--- src/rtl/dm_lsu.sv ---
`default_nettype none
// ============================================================================
// Module   : dm_lsu
// Purpose  : Core-side load/store unit for the data memory core port.
//            Converts byte-addressed LB/LH/LW/LBU/LHU/SB/SH/SW requests into
//            word-addressed, byte-enabled accesses, absorbs the memory's
//            one-cycle synchronous read latency, maps byte lanes and
//            sign/zero-extends load data. One response per request.
// Revision : 1.0 - initial release
// ----------------------------------------------------------------------------
// Build option:
//   DM_LSU_MISALIGNED_SPLIT_EN - when defined, misaligned accesses are served
//   (word-crossing ones as two back-to-back accesses). When undefined, every
//   misaligned access is rejected with rsp_err and no memory access.
// ----------------------------------------------------------------------------
// Ports:
//   core_clk      in   gated core clock (only clock)
//   nrst          in   synchronous active-low reset
//   req_valid     in   request present
//   req_ready     out  high in IDLE; accept on req_valid && req_ready
//   req_we        in   1 = store, 0 = load
//   req_size      in   0 byte, 1 half, 2 word, 3 illegal
//   req_unsigned  in   zero-extend byte/half loads
//   req_addr      in   byte address [DATAMEM_BITS+1:0]
//   req_wdata     in   right-aligned store data
//   rsp_valid     out  one-cycle response pulse
//   rsp_rdata     out  extended load data (0 for stores and errors)
//   rsp_err       out  request rejected, no access made
//   dm_write      out  byte-lane write enables, bit k = byte offset k
//   data_addr     out  word address to data memory
//   data_in       out  write data, byte offset k on bits [31-8k:24-8k]
//   data_out      in   read data (1-cycle latency), offset k on [8k+7:8k]
// ============================================================================
module dm_lsu #(
    parameter int DATAMEM_BITS = 14
) (
    input  logic                    core_clk,
    input  logic                    nrst,
    input  logic                    req_valid,
    output logic                    req_ready,
    input  logic                    req_we,
    input  logic [1:0]              req_size,
    input  logic                    req_unsigned,
    input  logic [DATAMEM_BITS+1:0] req_addr,
    input  logic [31:0]             req_wdata,
    output logic                    rsp_valid,
    output logic [31:0]             rsp_rdata,
    output logic                    rsp_err,
    output logic [3:0]              dm_write,
    output logic [DATAMEM_BITS-1:0] data_addr,
    output logic [31:0]             data_in,
    input  logic [31:0]             data_out
);

    localparam logic [2:0] IDLE     = 3'd0;
    localparam logic [2:0] ISSUE    = 3'd1;
    localparam logic [2:0] CAPTURE  = 3'd2;
    localparam logic [2:0] RESP     = 3'd5;
`ifdef DM_LSU_MISALIGNED_SPLIT_EN
    localparam logic [2:0] ISSUE2   = 3'd3;
    localparam logic [2:0] CAPTURE2 = 3'd4;
    localparam logic [DATAMEM_BITS-1:0] c_WORD_ONE = {{(DATAMEM_BITS-1){1'b0}}, 1'b1};
`endif

    // The memory write port is big-endian by lane: offset 0 sits in the top
    // byte. Internally data is kept little-endian and swapped on the way out.
    function automatic logic [31:0] f_lane_swap(input logic [31:0] d);
        f_lane_swap = {d[7:0], d[15:8], d[23:16], d[31:24]};
    endfunction

    logic [2:0]  r_state;
    logic        r_we;
    logic [1:0]  r_size;
    logic        r_unsigned;
    logic [1:0]  r_off;

    logic [3:0]  w_smask;
    logic        w_illegal;
    logic [3:0]  w_mask_lo;
    logic [31:0] w_st_lo;
    logic [31:0] w_ld_raw;
    logic [31:0] w_ld_ext;

`ifdef DM_LSU_MISALIGNED_SPLIT_EN
    logic [6:0]  w_mask7;
    logic [63:0] w_st64;
    logic [63:0] w_ld64;
    logic        r_split;
    logic [2:0]  r_mask_hi;
    logic [31:0] r_wdata_hi;
    logic [31:0] r_lo_word;
`else
    logic        w_misaligned;
`endif

    assign req_ready = (r_state == IDLE);

    // Lane mask of the access before it is shifted to its byte offset.
    always_comb begin
        case (req_size)
            2'd0:    w_smask = 4'b0001;
            2'd1:    w_smask = 4'b0011;
            default: w_smask = 4'b1111;
        endcase
    end

`ifdef DM_LSU_MISALIGNED_SPLIT_EN
    // Shift mask and data across a two-word window; bits above lane 3 belong
    // to the following word and are replayed by the second access.
    assign w_mask7   = {3'b000, w_smask} << req_addr[1:0];
    assign w_st64    = {32'h0, req_wdata} << {req_addr[1:0], 3'b000};
    assign w_mask_lo = w_mask7[3:0];
    assign w_st_lo   = w_st64[31:0];
    assign w_illegal = (req_size == 2'd3);
    // In CAPTURE2 the first word was parked in r_lo_word; data_out holds the
    // second word, so the shifted window yields the crossing bytes in order.
    assign w_ld64    = (r_state == CAPTURE2) ? {data_out, r_lo_word} : {32'h0, data_out};
    assign w_ld_raw  = 32'(w_ld64 >> {r_off, 3'b000});
`else
    assign w_mask_lo    = w_smask << req_addr[1:0];
    assign w_st_lo      = req_wdata << {req_addr[1:0], 3'b000};
    assign w_misaligned = ((req_size == 2'd1) && req_addr[0]) ||
                          ((req_size == 2'd2) && (req_addr[1:0] != 2'b00));
    assign w_illegal    = (req_size == 2'd3) || w_misaligned;
    assign w_ld_raw     = data_out >> {r_off, 3'b000};
`endif

    always_comb begin
        case (r_size)
            2'd0:    w_ld_ext = r_unsigned ? {24'h0, w_ld_raw[7:0]}
                                           : {{24{w_ld_raw[7]}}, w_ld_raw[7:0]};
            2'd1:    w_ld_ext = r_unsigned ? {16'h0, w_ld_raw[15:0]}
                                           : {{16{w_ld_raw[15]}}, w_ld_raw[15:0]};
            default: w_ld_ext = w_ld_raw;
        endcase
    end

    always_ff @(posedge core_clk) begin
        if (!nrst) begin
            r_state    <= IDLE;
            r_we       <= 1'b0;
            r_size     <= 2'd0;
            r_unsigned <= 1'b0;
            r_off      <= 2'd0;
            dm_write   <= 4'b0000;
            data_addr  <= '0;
            data_in    <= 32'h0;
            rsp_valid  <= 1'b0;
            rsp_err    <= 1'b0;
            rsp_rdata  <= 32'h0;
`ifdef DM_LSU_MISALIGNED_SPLIT_EN
            r_split    <= 1'b0;
            r_mask_hi  <= 3'b000;
            r_wdata_hi <= 32'h0;
            r_lo_word  <= 32'h0;
`endif
        end else begin
            case (r_state)
                IDLE: begin
                    if (req_valid) begin
                        r_we       <= req_we;
                        r_size     <= req_size;
                        r_unsigned <= req_unsigned;
                        r_off      <= req_addr[1:0];
                        if (w_illegal) begin
                            // Rejected without touching the memory port.
                            rsp_valid <= 1'b1;
                            rsp_err   <= 1'b1;
                            rsp_rdata <= 32'h0;
                            r_state   <= RESP;
                        end else begin
                            data_addr <= req_addr[DATAMEM_BITS+1:2];
                            dm_write  <= req_we ? w_mask_lo : 4'b0000;
                            data_in   <= f_lane_swap(w_st_lo);
`ifdef DM_LSU_MISALIGNED_SPLIT_EN
                            r_split    <= |w_mask7[6:4];
                            r_mask_hi  <= w_mask7[6:4];
                            r_wdata_hi <= w_st64[63:32];
`endif
                            r_state   <= ISSUE;
                        end
                    end
                end

                ISSUE: begin
`ifdef DM_LSU_MISALIGNED_SPLIT_EN
                    if (r_we && r_split) begin
                        // Second half of a crossing store goes out next cycle.
                        data_addr <= data_addr + c_WORD_ONE;
                        dm_write  <= {1'b0, r_mask_hi};
                        data_in   <= f_lane_swap(r_wdata_hi);
                        r_state   <= ISSUE2;
                    end else
`endif
                    if (r_we) begin
                        dm_write  <= 4'b0000;
                        rsp_valid <= 1'b1;
                        rsp_err   <= 1'b0;
                        rsp_rdata <= 32'h0;
                        r_state   <= RESP;
                    end else begin
                        dm_write  <= 4'b0000;
                        r_state   <= CAPTURE;
                    end
                end

                CAPTURE: begin
`ifdef DM_LSU_MISALIGNED_SPLIT_EN
                    if (r_split) begin
                        r_lo_word <= data_out;
                        data_addr <= data_addr + c_WORD_ONE;
                        r_state   <= ISSUE2;
                    end else
`endif
                    begin
                        rsp_valid <= 1'b1;
                        rsp_err   <= 1'b0;
                        rsp_rdata <= w_ld_ext;
                        r_state   <= RESP;
                    end
                end

`ifdef DM_LSU_MISALIGNED_SPLIT_EN
                ISSUE2: begin
                    dm_write <= 4'b0000;
                    if (r_we) begin
                        rsp_valid <= 1'b1;
                        rsp_err   <= 1'b0;
                        rsp_rdata <= 32'h0;
                        r_state   <= RESP;
                    end else begin
                        r_state   <= CAPTURE2;
                    end
                end

                CAPTURE2: begin
                    rsp_valid <= 1'b1;
                    rsp_err   <= 1'b0;
                    rsp_rdata <= w_ld_ext;
                    r_state   <= RESP;
                end
`endif

                RESP: begin
                    rsp_valid <= 1'b0;
                    rsp_err   <= 1'b0;
                    r_state   <= IDLE;
                end

                default: begin
                    dm_write <= 4'b0000;
                    r_state  <= IDLE;
                end
            endcase
        end
    end

endmodule
`default_nettype wire
--- config.mk ---
export PLATFORM = sky130hd
export DESIGN_NAME = dm_lsu
export DESIGN_NICKNAME = d
export VERILOG_FILES = /design/src/rtl/dm_lsu.sv
export SDC_FILE = /design/constraint.sdc
export NUM_CORES = 1
export LEC_CHECK = 0
export CELL_PAD_IN_SITES_DETAIL_PLACEMENT = 0
export CELL_PAD_IN_SITES_GLOBAL_PLACEMENT = 1
export CORE_AREA = 2 2 127 129
export DETAILED_ROUTE_END_ITERATION = 10
export DIE_AREA = 0 0 129 131
export PLACE_DENSITY = 0.79
export SLEW_MARGIN = 20
export SYNTH_ARGS = -nofsm -noshare
export SYNTH_HDL_FRONTEND = slang
export SYNTH_SLANG_ARGS = --single-unit
export TNS_END_PERCENT = 1
--- constraint.sdc ---
create_clock -name core_clk -period 1.75 [get_ports core_clk]
set_input_delay 0.2625 -clock core_clk [delete_from_list [all_inputs] [get_ports core_clk]]
set_output_delay 0.2625 -clock core_clk [all_outputs]
set_load 0.005 [all_outputs]
Yosys cells after proc, flatten, opt, wreduce, memory -nomap -nowiden
Cells that the tools add are included.
{"block": "classes", "n_addsub": 0, "multipliers": 0, "div_mod_pow": 0, "order_cmp": 0, "eq_ne": 11, "shift": 3, "n_mux": 22, "n_bitwise": 2, "n_reduce_logical": 18}
{"op": "32-bit two-way mux", "count": 5}
{"op": "32-bit case mux with 3 select lines", "count": 1}
{"op": "32-bit case mux with 2 select lines", "count": 1}
{"op": "32-bit by 5-bit << shifter with 32-bit output", "count": 1}
{"op": "32-bit by 5-bit >> shifter with 32-bit output", "count": 1}
{"op": "4-bit case mux with 2 select lines", "count": 2}
{"op": "4-bit two-way mux", "count": 3}
{"op": "4-bit AND reduction", "count": 3}
{"op": "3-bit two-way mux", "count": 3}
{"op": "3-bit case mux with 3 select lines", "count": 1}
{"op": "2-bit inequality test, second input constant", "count": 3}
{"op": "3-bit AND reduction", "count": 2}
{"op": "3-bit nonzero test", "count": 2}
{"op": "2-bit by 1-bit == test with 1-bit output, second input constant", "count": 2}
{"op": "2-bit == test, second input constant", "count": 2}
{"op": "2-bit zero test", "count": 2}
{"op": "1-bit two-way mux", "count": 4}
{"op": "1-bit case mux with 4 select lines", "count": 1}
{"op": "4-bit nonzero test", "count": 1}
{"op": "4-bit by 2-bit << shifter with 4-bit output", "count": 1}
{"op": "3-bit by 1-bit == test with 1-bit output, second input constant", "count": 1}
{"op": "3-bit by 2-bit == test with 1-bit output, second input constant", "count": 1}
{"op": "3-bit == test, second input constant", "count": 1}
{"op": "3-bit zero test", "count": 1}
{"op": "other kinds (8)", "count": 11}
{"block": "word_totals", "regBits": 93, "latch_bits": 0, "ram_bits": 0, "rom_bits": 0, "input_bits": 87, "output_inout_bits": 85, "word_cells": 67, "n_memories": 0}

Depth between registers and ports, before layout
{"block": "depth", "depth_word": 7, "ltp_mapped": 8, "mapped_depth_nobuf": 4}

Worst setup path after synthesis
OpenSTA, ideal clock, no wires.
{"block": "synth_path", "path_kind": "register to register", "from": "register r_state[2]", "to": "register data_in[14]", "setup_ps": 132, "t_arrival_ps": 1610, "t_required_ps": 1618, "path_slack_ps": 8, "stages_incl_launch_ff": 9, "path_buffers": 4, "period_less_slack_ps": 1742, "cell_sequence": "dfxtp_1 -> buf_6 -> nor4b_1 -> buf_4 -> o21ai_1 -> buf_2 -> buf_2 -> a211oi_1 -> nor3_1"}
{"block": "synth_between", "elab_chain_len": 2}
{"item": "start, declared", "line": "71", "text": "logic [2:0] r_state;"}
{"item": "start signal, assigned", "line": "140", "text": "r_state <= IDLE;"}
{"item": "start signal, assigned", "line": "170", "text": "r_state <= RESP;"}
{"item": "start signal, assigned", "line": "180", "text": "r_state <= ISSUE;"}
{"item": "3-bit zero test", "line": "158", "text": "case (r_state)"}
{"item": "3-bit AND reduction (no line)"}
{"item": "end signal, assigned", "line": "174", "text": "data_in <= f_lane_swap(w_st_lo);"}
{"item": "end, declared", "line": "51", "text": "output logic [31:0] data_in,"}
Every way passes these cells.
A chain may end at the register's enable or synchronous reset.

Worst setup path after layout
{"block": "layout_path", "from": "register r_state[0]", "to": "register rsp_rdata[22]"}
{"block": "layout_between", "elab_chain_len": 3, "elab_cells_between_ends": 9, "cone_classes": "eq/ne: 5; mux: 1; reduce/logical: 3"}
{"item": "3-bit by 1-bit == test with 1-bit output, or another cell as far along", "line": "158"}
{"item": "2-bit inequality test (no line), or another cell as far along"}
{"item": "4-bit AND reduction (no line)"}
{"item": "end signal, assigned", "line": "218", "text": "rsp_rdata <= w_ld_ext;"}
{"item": "end, declared", "line": "47", "text": "output logic [31:0] rsp_rdata,"}
Several ways; a longest one is shown, not always the timed one.

==> reports/metrics.yaml <==
via_per_inst: 5.00
n_fill_cell: 1475
grtUsageTotal: 0.183
nets: 781
power_density_mw_per_mm2: 762
wl_per_cell_um: 17.0
holdPathStages: 4
violations: "negative setup slack"
firstDrtPassIters: 5
area.growth.synth_to_final_pct: 62.4
place_ws_ns: -0.460
yosys_warnings: 0
cts.htree.levels: 3
cp.required_ns: 2.04
grt_pass1_wl_um: 24100
max_stage_delay_ns: 0.50
hold_viol_final: 0
whs_endpoint: "r_size[0]$_SDFFE_PN0P_"
grt_pass1_vias: 4536
ios: 172
grt-ovfl-total: 0
clk_pin_slew_worst_paths_ns: 0.07
ir_drop_mv: 0.474
synthFlopType: "dfxtp_1"
fp.dieW_um: 129
fmax_mhz: 558
drive_gt1_frac: 0.178
antenna_found_initial: 2
setup_ws_ns: -0.0427
wirelength_um: 15600
status: "finished, violations left"
grt_max_degree: 63
critPathLaunchType: "register"
start_util: 0.284
synthTopCellsByArea: "dfxtp_1 42%, mux2i_1 8.6%, a21oi_1 6.7%"
layout_min_cycle_time_ns: 1.79
placed_area_mm2: 0.00679
syn_area_per_cell_um2: 9.05
ant_nets: 0
syn_area_mm2: 0.00442
cts_hold_buf: 0
r2r-start: "r_state[0]$_SDFFE_PN0P_"
worst-r2r-cell-count: 6
vias: 4582
synth_cell_type_count: 49
stdcell_area_mm2: 0.00718
cts-root-buf: "clkbuf_16"
reg2reg_to: "rsp_rdata[22]$_SDFFE_PN0P_"
synth_cells: 489
portBuffers: 171
clk_latency_ns: 0.35
yosysMostFrequentCell: "dfxtp_1"
multi_input_area_mm2: 0.00246
fin_worst_skew_ns: 0.00682
gp_congestion: 0.806
cp_slowest_cell: "or4_4"
path_max_fanout: 17
synth_top_area_share: 0.421
final_max_slew_viol_count: 0
setup_viol: 17
hpwl_um: 11800
coreArea_mm2: 0.0156
register_area_mm2: 0.00186
drc_errors: 0
dieArea_mm2: 0.0169
rows: 46
ys_async_sr_fraction: 0
crit_chain: "buf_6, nand2b_4, or4_4, a2111oi_4, buf_12, a221o_1"
crit_type: "reg -> reg"
netlist_top_cells_count: "93 x dfxtp_1, 69 x nand2_1, 59 x a21oi_1, 38 x mux2i_1, 31 x nor2_1"
synth_seq_cells: 93
cp.arrival_ns: 2.08
cts_setup_buffers: 0
min-delay-start: "req_size[0]"
period_share: 1.02
cts_tree: "done"
die_y_um: 131
rsz0062_at_grt: "true"
synth_edf_count: 0
ys_seq_area_frac: 0.421
slew_headroom: 0.583
drv_cap: 0
p_leak_nw: 2.65
syn-num-nets: 576
reg2reg_setup_slack_ns: -0.04
first_iter_violations: 242
cts_made_buffers: 9
hold_path.class: "in -> reg"
tightest_slew_ns: 0.623
clockBufferDepth: 2
endpoint_kind: "register"
synth_area_leader_cell: "dfxtp_1"
cts_num_sinks: 93
cell type report:
type | count | area share
sequential | 93 | 0.259
tap | 216 | 0.0376
clock inverter | 3 | 0.00296
timing repair buffer | 235 | 0.320
inverter | 3 | 0.00157
antenna | 2 | 0.000697
clock buffer | 12 | 0.0357
multi-input combinational | 352 | 0.342
stage by stage:
stage / utilization / hold slack [ns] / TNS [ns] / instances / total power [mW]
after detailed placement: 0.435 / 0.448 / -27.29 / 899 / 3.63
after global placement: 0.435 / 0.441 / -23.86 / 899 / 3.61
after global routing: 0.460 / 0.463 / -3.06 / 915 / 5.73
after CTS: 0.456 / 0.455 / -0.596 / 914 / 5.51
after floorplan: - / 0.398 / 0 / 489 / 2.89
final: 0.461 / 0.443 / -0.389 / 916 / 5.48
critical path: cells and delay by family, from the launching register on:
kind	cells	cell delay (ns)
simple gates	2	0.67
flops	1	0.31
buf+inv	2	0.35
compound gates	2	0.39
state kept, by name, indices dropped and copies added, names as in the netlist:
| name | cells |
|---|---|
| data_addr | 14 |
| data_in | 32 |
| dm_write | 4 |
| r_off | 2 |
| r_size | 2 |
| r_state | 3 |
| r_unsigned | 1 |
| r_we | 1 |
| rsp_err | 1 |
| rsp_rdata | 32 |
| rsp_valid | 1 |
worst max-delay path by stage:
stage	from	to
after CTS	r_state[0]$_SDFFE_PN0P_	rsp_rdata[21]$_SDFFE_PN0P_
after global routing	r_state[0]$_SDFFE_PN0P_	rsp_rdata[21]$_SDFFE_PN0P_
after detailed placement	req_addr[0]	rsp_rdata[9]$_SDFFE_PN0P_
final	r_state[0]$_SDFFE_PN0P_	rsp_rdata[22]$_SDFFE_PN0P_
after global placement	req_addr[0]	rsp_rdata[10]$_SDFFE_PN0P_
after floorplan	r_state[2]$_SDFFE_PN0P_	data_in[14]$_SDFFE_PN0P_
layout by cell type (no fill, tap or decap), types with 9 or more instances in the layout:
cell             netlist  final
a21oi_1               59     54
nand2_1               69     68
o211ai_1              17     17
clkdlybuf4s50_1        0    168
a221o_1               12     12
or3_1                 10      9
buf_4                  3     52
nor2_1                31     29
dfxtp_1               93     93
mux2_2                12     12
clkbuf_16              0      9
mux2i_1               38     37
cell families after synthesis:
family                 Yosys count  synth area share
AO/OA/AOI/OAI                  146             0.230
buffers and inverters           44            0.0498
flip-flops                      93             0.421
multiplexers                    54             0.137
AND/OR/NAND/NOR                152             0.163
per-layer routing:
metal,vias to the layer above,GRT usage,share of wire
li1,2204,-,-
met1,2185,0.217,0.42
met2,179,0.310,0.47
met3,14,0.0680,0.097
met4,0,0.0588,0.016
met5,-,0,0
timing repair:
| item | CTS | global route |
|---|---|---|
| cloned | 0 | 0 |
| resized for setup | 13 | 17 |
| endpoints found under the setup margin | 54 | 76 |
| pin swaps | 2 | 19 |
power breakdown:
part / switching [mW] / internal [mW] / total (mW)
logic: 0.581 / 0.736 / 1.32
registers: 0.0728 / 2.22 / 2.30
clock network: 0.829 / 1.03 / 1.86
total: 1.48 / 3.99 / 5.48
Note: power is estimated with default switching activity, not from simulation.
